**src/rtl/kvs_lookup_client.sv**
```systemverilog
// rtl/kvs_lookup_client.sv - requester endpoint for key/flag lookups with in-order tag tracking and timeout
module kvs_lookup_client #(
  parameter int KEY_SIZE   = 96,
  parameter int FLAG_SIZE  = 4,
  parameter int TAG_WIDTH  = 8,
  parameter int DEPTH_LOG2 = 3,
  parameter int TIMEOUT    = 1024
) (
  input  logic                  clk,
  input  logic                  rst,
  input  logic                  init_mem,
  input  logic                  req_valid,
  output logic                  req_ready,
  input  logic [KEY_SIZE-1:0]   req_key,
  input  logic [FLAG_SIZE-1:0]  req_flag,
  input  logic [TAG_WIDTH-1:0]  req_tag,
  output logic [KEY_SIZE-1:0]   in_key,
  output logic [FLAG_SIZE-1:0]  in_flag,
  output logic                  in_valid,
  input  logic                  in_ready,
  input  logic                  out_valid,
  input  logic [FLAG_SIZE-1:0]  out_flag,
  output logic                  rsp_valid,
  output logic [TAG_WIDTH-1:0]  rsp_tag,
  output logic [FLAG_SIZE-1:0]  rsp_flag,
  output logic                  rsp_timeout,
  output logic [DEPTH_LOG2:0]   inflight,
  output logic                  err_unexpected
);

  localparam int DEPTH = 1 << DEPTH_LOG2;
  localparam int TMR_W = $clog2(TIMEOUT);
  localparam logic [DEPTH_LOG2:0] LP_DEPTH    = (DEPTH_LOG2+1)'(DEPTH);
  localparam logic [TMR_W-1:0]    LP_TMR_LAST = TMR_W'(TIMEOUT - 1);

  // Output stage toward the store
  logic                  r_in_valid;
  logic [KEY_SIZE-1:0]   r_in_key;
  logic [FLAG_SIZE-1:0]  r_in_flag;
  logic [TAG_WIDTH-1:0]  r_stage_tag;

  // In-order tag FIFO of requests handed to the store
  logic [TAG_WIDTH-1:0]  r_tag_mem [DEPTH];
  logic [DEPTH_LOG2-1:0] r_wr_ptr;
  logic [DEPTH_LOG2-1:0] r_rd_ptr;
  logic [DEPTH_LOG2:0]   r_count;

  // Head-of-queue response timer
  logic [TMR_W-1:0]      r_timer;

  // Verdict registers
  logic                  r_rsp_valid;
  logic [TAG_WIDTH-1:0]  r_rsp_tag;
  logic [FLAG_SIZE-1:0]  r_rsp_flag;
  logic                  r_rsp_timeout;
  logic                  r_err;

  logic [DEPTH_LOG2:0]   w_occ;
  logic                  w_req_ready;
  logic                  w_accept;
  logic                  w_push;
  logic                  w_empty;
  logic                  w_rsp_pop;
  logic                  w_timeout;
  logic                  w_pop;
  logic [TAG_WIDTH-1:0]  w_head_tag;

  // Occupancy seen by the acceptance check counts the staged request but ignores a same-cycle pop
  assign w_occ       = r_count + {{DEPTH_LOG2{1'b0}}, r_in_valid};
  assign w_req_ready = !rst && !init_mem && (!r_in_valid || in_ready) && (w_occ < LP_DEPTH);
  assign w_accept    = req_valid && w_req_ready;
  assign w_push      = r_in_valid && in_ready;
  assign w_empty     = (r_count == '0);
  // A response with nothing outstanding is dropped even if a push lands the same cycle
  assign w_rsp_pop   = out_valid && !w_empty;
  // A real response in the timeout cycle wins over the timeout
  assign w_timeout   = !out_valid && !w_empty && (r_timer == LP_TMR_LAST);
  assign w_pop       = w_rsp_pop || w_timeout;
  assign w_head_tag  = r_tag_mem[r_rd_ptr];

  // Output stage: load on accept, drop valid once transferred with nothing new behind it
  always_ff @(posedge clk) begin
    if (rst) begin
      r_in_valid  <= 1'b0;
      r_in_key    <= '0;
      r_in_flag   <= '0;
      r_stage_tag <= '0;
    end else if (w_accept) begin
      r_in_valid  <= 1'b1;
      r_in_key    <= req_key;
      r_in_flag   <= req_flag;
      r_stage_tag <= req_tag;
    end else if (w_push) begin
      r_in_valid  <= 1'b0;
    end
  end

  // Tag storage; contents are don't-care outside the pointer window so no reset
  always_ff @(posedge clk) begin
    if (w_push) begin
      r_tag_mem[r_wr_ptr] <= r_stage_tag;
    end
  end

  // FIFO pointers and occupancy; pointers wrap naturally at DEPTH
  always_ff @(posedge clk) begin
    if (rst) begin
      r_wr_ptr <= '0;
      r_rd_ptr <= '0;
      r_count  <= '0;
    end else begin
      if (w_push) begin
        r_wr_ptr <= r_wr_ptr + 1'b1;
      end
      if (w_pop) begin
        r_rd_ptr <= r_rd_ptr + 1'b1;
      end
      case ({w_push, w_pop})
        2'b10:   r_count <= r_count + 1'b1;
        2'b01:   r_count <= r_count - 1'b1;
        default: r_count <= r_count;
      endcase
    end
  end

  // Timer restarts whenever the head changes, a response arrives, or nothing is outstanding
  always_ff @(posedge clk) begin
    if (rst) begin
      r_timer <= '0;
    end else if (out_valid || w_pop || w_empty) begin
      r_timer <= '0;
    end else begin
      r_timer <= r_timer + 1'b1;
    end
  end

  // Verdict pulse carrying the retired head tag
  always_ff @(posedge clk) begin
    if (rst) begin
      r_rsp_valid   <= 1'b0;
      r_rsp_tag     <= '0;
      r_rsp_flag    <= '0;
      r_rsp_timeout <= 1'b0;
    end else begin
      r_rsp_valid   <= w_pop;
      r_rsp_timeout <= w_timeout;
      if (w_pop) begin
        r_rsp_tag  <= w_head_tag;
        r_rsp_flag <= w_rsp_pop ? out_flag : '0;
      end
    end
  end

  // Sticky flag for a response that had no outstanding request
  always_ff @(posedge clk) begin
    if (rst) begin
      r_err <= 1'b0;
    end else if (out_valid && w_empty) begin
      r_err <= 1'b1;
    end
  end

  assign req_ready      = w_req_ready;
  assign in_valid       = r_in_valid;
  assign in_key         = r_in_key;
  assign in_flag        = r_in_flag;
  assign rsp_valid      = r_rsp_valid;
  assign rsp_tag        = r_rsp_tag;
  assign rsp_flag       = r_rsp_flag;
  assign rsp_timeout    = r_rsp_timeout;
  assign inflight       = r_count;
  assign err_unexpected = r_err;

endmodule

```
**config.mk**
```make
export PLATFORM = sky130hd
export DESIGN_NAME = kvs_lookup_client
export DESIGN_NICKNAME = d
export VERILOG_FILES = /design/src/rtl/kvs_lookup_client.sv
export SDC_FILE = /design/constraint.sdc
export NUM_CORES = 1
export LEC_CHECK = 0
export BUFFER_PORTS_ARGS = -buffer_cell sky130_fd_sc_hd__buf_2
export CAP_MARGIN = 20
export CORE_MARGIN = 2
export CORE_UTILIZATION = 55
export DETAILED_ROUTE_END_ITERATION = 16
export MAX_ROUTING_LAYER = met4
export PLACE_DENSITY = 0.84
export SYNTH_ARGS = -nofsm -noshare
export SYNTH_HDL_FRONTEND = slang
export SYNTH_SLANG_ARGS = --single-unit
```
**constraint.sdc**
```tcl
create_clock -name clk -period 6.5 [get_ports clk]
set_input_delay 0.325 -clock clk [delete_from_list [all_inputs] [get_ports clk]]
set_output_delay 0.325 -clock clk [all_outputs]
set_load 0.02 [all_outputs]
```
# --- Yosys cells after proc, flatten, opt, wreduce, memory -nomap -nowiden ---
# Memory sizes are Yosys's and may differ from the RTL's. A register that Yosys moved wholly into a read port is not among the register bits.
# Cells that the tools add are included.
op_classes:
  addsub: 6
  n_mul: 0
  div: 0
  magnitude_cmp: 1
  eq_ne: 3
  n_shift: 0
  mux: 6
  bitwise: 0
  n_reduce_logical: 22
ops:
  columns: ["op", "n"]
  rows:
  - ["adder 10 x 1 -> 10 bit (second input constant)", 1]
  - ["== test 10 bit (second input constant)", 1]
  - ["logical AND 1 bit", 9]
  - ["one-hot mux 4 bit (2 select lines)", 1]
  - ["adder 3 x 1 -> 3 bit (second input constant)", 2]
  - ["logical NOT 1 bit", 5]
  - ["adder 4 x 1 -> 4 bit", 1]
  - ["adder 4 x 1 -> 4 bit (second input constant)", 1]
  - ["logical NOT 4 bit", 1]
  - ["logical OR 1 bit", 4]
  - ["< comparator 4 bit (second input constant)", 1]
  - ["2-to-1 mux 1 bit", 4]
  - ["2-to-1 mux 4 bit", 1]
  - ["nonzero test 2 bit", 2]
  - ["subtractor 4 x 1 -> 4 bit (second input constant)", 1]
  - ["== test 2 x 1 -> 1 bit (second input constant)", 1]
  - ["== test 2 bit (second input constant)", 1]
  - ["OR reduction 2 bit", 1]
totals:
  register_bits: 136
  latchBits: 0
  ram_bits: 64
  rom_bits: 0
  in_bits: 118
  output_inout_bits: 121
  mem_count: 1
mem_list:
  columns: ["name", "depth", "width", "read_ports", "rd_ports_with_merged_regs", "write_ports", "line", "source"]
  rows:
  - ["r_tag_mem", 8, 8, 1, 1, 1, "43", "logic [TAG_WIDTH-1:0] r_tag_mem [DEPTH];"]

# --- Logic depth before layout (Yosys ltp) ---
logic_depth:
  ltp_word: 8
  depth_mapped: 11
  depth_no_buf: 10

# --- Least setup slack after synthesis ---
# Ideal clock, no wire load.
synth_timing:
  kind: "reg-to-reg"
  startpoint: "register r_count[0] (netlist: inflight[0])"
  endpoint: "register r_count[3] (netlist: inflight[3])"
  arrival_time_ns: 2.700
  required_ns: 6.430
  path_slack_ns: 3.730
  path_stages_with_launch: 10
  period_less_slack_ns: 2.770
  cell_sequence: "dfxtp_1 -> nor4_1 -> o41ai_2 -> buf_2 -> ha_1 -> ha_1 -> a21oi_1 -> a21oi_1 -> or4_1 -> a21oi_1"
synth_between:
  elab_chain_cells: 7
synth_lines:
  columns: ["item", "line", "source"]
  rows:
  - ["start: declaration", "46", "logic [DEPTH_LOG2:0] r_count;"]
  - ["start signal: assignment", "119", "2'b10: r_count <= r_count + 1'b1;"]
  - ["start signal: assignment", "120", "2'b01: r_count <= r_count - 1'b1;"]
  - ["start signal: assignment", "121", "default: r_count <= r_count;"]
  - ["logical NOT 4 bit *", "73", "assign w_empty = (r_count == '0);"]
  - ["logical NOT 1 bit *", "75, 77", null]
  - ["logical AND 1 bit (2 in a row)", "77", "assign w_timeout = !out_valid && !w_empty && (r_timer == LP_TMR_LAST);"]
  - ["logical OR 1 bit *", "78", "assign w_pop = w_rsp_pop || w_timeout;"]
  - ["named net w_pop", "65", "logic w_pop;"]
  - ["== test 2 x 1 -> 1 bit / == test 2 bit (equally long branches)", "118", "case ({w_push, w_pop})"]
  - ["one-hot mux 4 bit (2 select lines) / nonzero test 2 bit (equally long branches)", null, null]
# The timed path passes the listed nets; every way through them passes the cells marked *.
# A chain may end at the register's enable or synchronous reset.

# --- Worst setup path in the final report ---
layout_timing:
  startpoint: "register r_count[3] (netlist: inflight[3])"
  endpoint: "register r_count[3] (netlist: inflight[3])"
layout_between:
  elab_chain_cells: 7
layout_lines:
  columns: ["item", "line"]
  rows:
  - ["logical NOT 4 bit", "73"]
  - ["logical NOT 1 bit", "75, 77"]
  - ["logical AND 1 bit (2 in a row)", "77"]
  - ["logical OR 1 bit", "78"]
  - ["== test 2 x 1 -> 1 bit / == test 2 bit (equally long branches)", "118"]
  - ["one-hot mux 4 bit (2 select lines) / nonzero test 2 bit (equally long branches)", null]
# Several ways; a longest one is shown, not always the timed one.

==> implementation parameters <==
Parameter                              Value

Run status
  Run status ... completed

Routing
  Via Count ... 5324
  DRC errors left ... 0
  Router iterations before antenna repair ... 4
  Post-DR wirelength/cell ... 17.1 um
  Detail Route Antenna Nets ... 0
  Drt via density ... 5.09
  First-iteration detailed-routing DRC count ... 271
  Routed wire length ... 17900 um

Cells and area
  Sequential cell area in the final layout ... between 4000 and 5000 um2
  Final Util ... 0.700
  Layout Nets ... 970
  Post-synthesis to final-layout area growth ... 24.7%
  Layout cell share with drive strength beyond 1 ... 0.476
  Filler Cells Inserted ... 1074
  Area taken by multi-input logic gates ... 3140 um2

Synthesis
  Unique masters post-synth ... 39
  Register bit total from synthesis ... 208
  Synth Warn # ... 0
  Portion of synthesized cell area occupied by the leading cell type ... 0.355
  Gate count after technology mapping ... 611
  Most common library cells after synthesis ... 144 x dfxtp_1, 109 x nor2b_1, 99 x mux2_2
  Number of nets produced by synthesis ... approximately 740
  Post-synthesis instance area ... 8130 um2
  Async S/R FF share, synth ... 0
  Prevailing post-synth register cell ... dfxtp_1
  Number of enable flip-flop cells after synthesis ... 64
  Leading cell type by number of instances after synthesis ... dfxtp_1
  Post-synthesis area per instance ... around 13 um2
  Most area-hungry cell type in the Yosys netlist ... dfxtp_1
  Largest cells by area after synthesis ... dfxtp_1 35%, edfxtp_1 24%, mux2_2 14%
  Register area share after synthesis ... 0.591

Clock network
  Post-CTS Setup Repair Bufs ... 0
  Source-to-sink clock delay at the later pin of the worst-skew pair ... 0.50 ns
  Number of gates resized after CTS ... 0
  CTS Hold Buffers Added ... 0
  Root cell of the clock tree ... clkbuf_16
  Clock buffers created by TritonCTS ... 21
  Total clock sinks ... about 210
  CTS tree ... yes
  Clock input transition at the sequential cells of the worst setup and hold paths ... 0.06 ns
  Max H-tree Level ... 1
  Clock Path Buffers ... 3

Floorplan
  Core outline area ... 14500 um2
  Die Y ... 126 um
  IO Count ... 239
  Die extent in x ... 126 um
  Area of the die ... between 15000 and 20000 um2
  Site Rows ... 44
  Initial core utilization ... 0.562

Worst setup path
  Max Fanout on Critical Path ... 23
  Critical path start-end classification ... flop to flop
  Worst Setup End Kind ... flop
  Worst endpoint required time ... 6.93 ns
  R2r setup slk ... 3.46 ns
  Crit path arrival time ... 3.47 ns
  Worst Reg-to-Reg Cells ... 9
  Capturing point of the worst reg2reg path ... inflight[3]$_SDFFE_PP0P_
  Critical R2R Launch ... inflight[3]$_SDFFE_PP0P_
  Critical Path Source ... inflight[3]$_SDFFE_PP0P_
  Critical Path Source Type ... flop

Timing
  Portion of the clock cycle consumed by the worst path in the final layout ... 0.467
  Worst Clk Skew ... ~0.017 ns
  Maximum operating frequency ... 329 MHz
  Worst relative slew slack ... 0.401
  Number of hold violations in the final report ... 0
  Unrepaired setup endpoints after global routing ... false
  Setup ws final ... between 3 and 4 ns
  Number of setup violations in the final report ... 0
  Actual transition at the worst max-transition pin ... 0.896 ns
  Final worst path period need ... between 3 and 4 ns
  WHS ... 0.0305 ns
  Setup tns final ... 0 ns
  Max-slew violation count ... 0

Global routing
  Largest net degree at the start of global routing ... 75
  GRT Total Usage ... 0.228
  Vias in the first global route ... 5542
  First-pass GRT wire length ... around 28000 um
  Antenna violations before repair ... 1
  Overflow left after global routing ... 0

Power and ir drop
  Leakage component of the power ... 4.48 nW
  Worst IR Drop VDD ... 0.259 mV
  Power density over the cells ... 288 nW/um2

Min path
  Worst hold-check path type ... input port to flop
  Number of stages on the worst hold path ... 2
  Worst hold start ... out_flag[0]
  Sink of the worst hold path ... rsp_flag[0]$_SDFFE_PP0P_

Flow run
  Number of maximum-capacitance violations ... 0

Placement
  Count of buffers inserted at the top-level ports ... 238
  Gp weighted congestion ... 0.769
  Estimated wirelength of the detail-placed design ... 12100 um
  DP Worst Slack ... 3.50 ns
[placed cells by master (no fill, tap or decap), types with 2 or more instances in the layout]
master / count
buf_2: 237
dfxtp_1: 144
nor2b_1: 109
mux2_2: 99
edfxtp_1: 64
nor2_1: 36
clkbuf_16: 21
mux4_2: 16
a21oi_1: 10
buf_4: 10
mux2_4: 9
xor2_1: 9
mux2i_1: 9
a211oi_1: 8
clkinv_2: 7
inv_1: 6
nand2_1: 6
nand3_1: 6
ha_1: 6
nand2b_1: 5
nand4_1: 4
nor3_1: 4
xnor2_1: 4
a22o_1: 4
or3_1: 3
nor4_1: 2
clkinv_1: 2
bufinv_16: 2
clkbuf_1: 2
clkbuf_8: 2
[metal layers]
layer	vias to the layer above	GRT usage	part of all wire
met5	-	-	0
li1	2602	-	-
met4	0	0.0673	0.027
met2	172	0.396	0.50
met3	40	0.0659	0.075
met1	2510	0.255	0.39
[through the flow]
stage               instance area [um2]  instances  total power, mW
floorplan                          8130        611             1.65
global placement                   9460       1006             1.75
detailed placement                 9460       1006             1.76
CTS                               10100       1044             2.95
global route                      10100       1045             3.03
finish                            10100       1045             2.92
[logic make-up after synthesis]
| family | count (synthesis) | synth area share |
|---|---|---|
| xor+xnor | 13 | 0.0140 |
| fa+ha+maj | 7 | 0.0117 |
| mux | 133 | 0.209 |
| buf+inv | 42 | 0.0249 |
| flops | 208 | 0.591 |
| compound gates | 27 | 0.0235 |
| simple gates | 181 | 0.126 |
[registers in the layout, indices dropped and copies added (netlist names)]
register and cells:
rsp_tag 8, rsp_timeout 1, r_tag_mem 64, rsp_flag 4
r_wr_ptr 3, r_timer 10, r_rd_ptr 3, r_stage_tag 8
rsp_valid 1, err_unexpected 1, inflight 4, in_valid 1
in_flag 4, in_key 96
[final cells by class]
type / instances / share of cell area
tap: 184 / 0.0227
sequential: 208 / 0.474
timing repair buffer: 247 / 0.124
clock inverter: 13 / 0.0116
clock buffer: 25 / 0.0553
inverter: 6 / 0.00222
antenna: 1 / 0.000247
multi-input combinational: 361 / 0.310
[critical path, stage by stage (launching register included)]
cell and delay [ns]:
dfxtp_1 0.38, nor4_1 0.75, o41ai_4 0.15, buf_4 0.24, ha_1 0.24, ha_1 0.33
a21oi_1 0.17, a21oi_1 0.10, or4_1 0.46, a21oi_1 0.14
[worst max path at each step]
stage                               end  slack, ns  cells past startpoint
2_1_floorplan  inflight[3]$_SDFFE_PP0P_       3.73                      9
3_3_place_gp    in_key[14]$_SDFFE_PP0P_       3.49                      6
3_5_place_dp    in_key[82]$_SDFFE_PP0P_       3.50                      6
4_1_cts        inflight[3]$_SDFFE_PP0P_       3.49                      9
5_1_grt        inflight[3]$_SDFFE_PP0P_       3.19                      9
6_report       inflight[3]$_SDFFE_PP0P_       3.46                      9
[power by group]
group	switching [mW]	internal, mW	leakage [nW]
clock network	0.491	0.697	0.343
registers	0.0311	1.39	1.76
logic	0.165	0.144	2.38
total	0.687	2.23	4.48
Note: power is estimated with default switching activity, not from simulation.
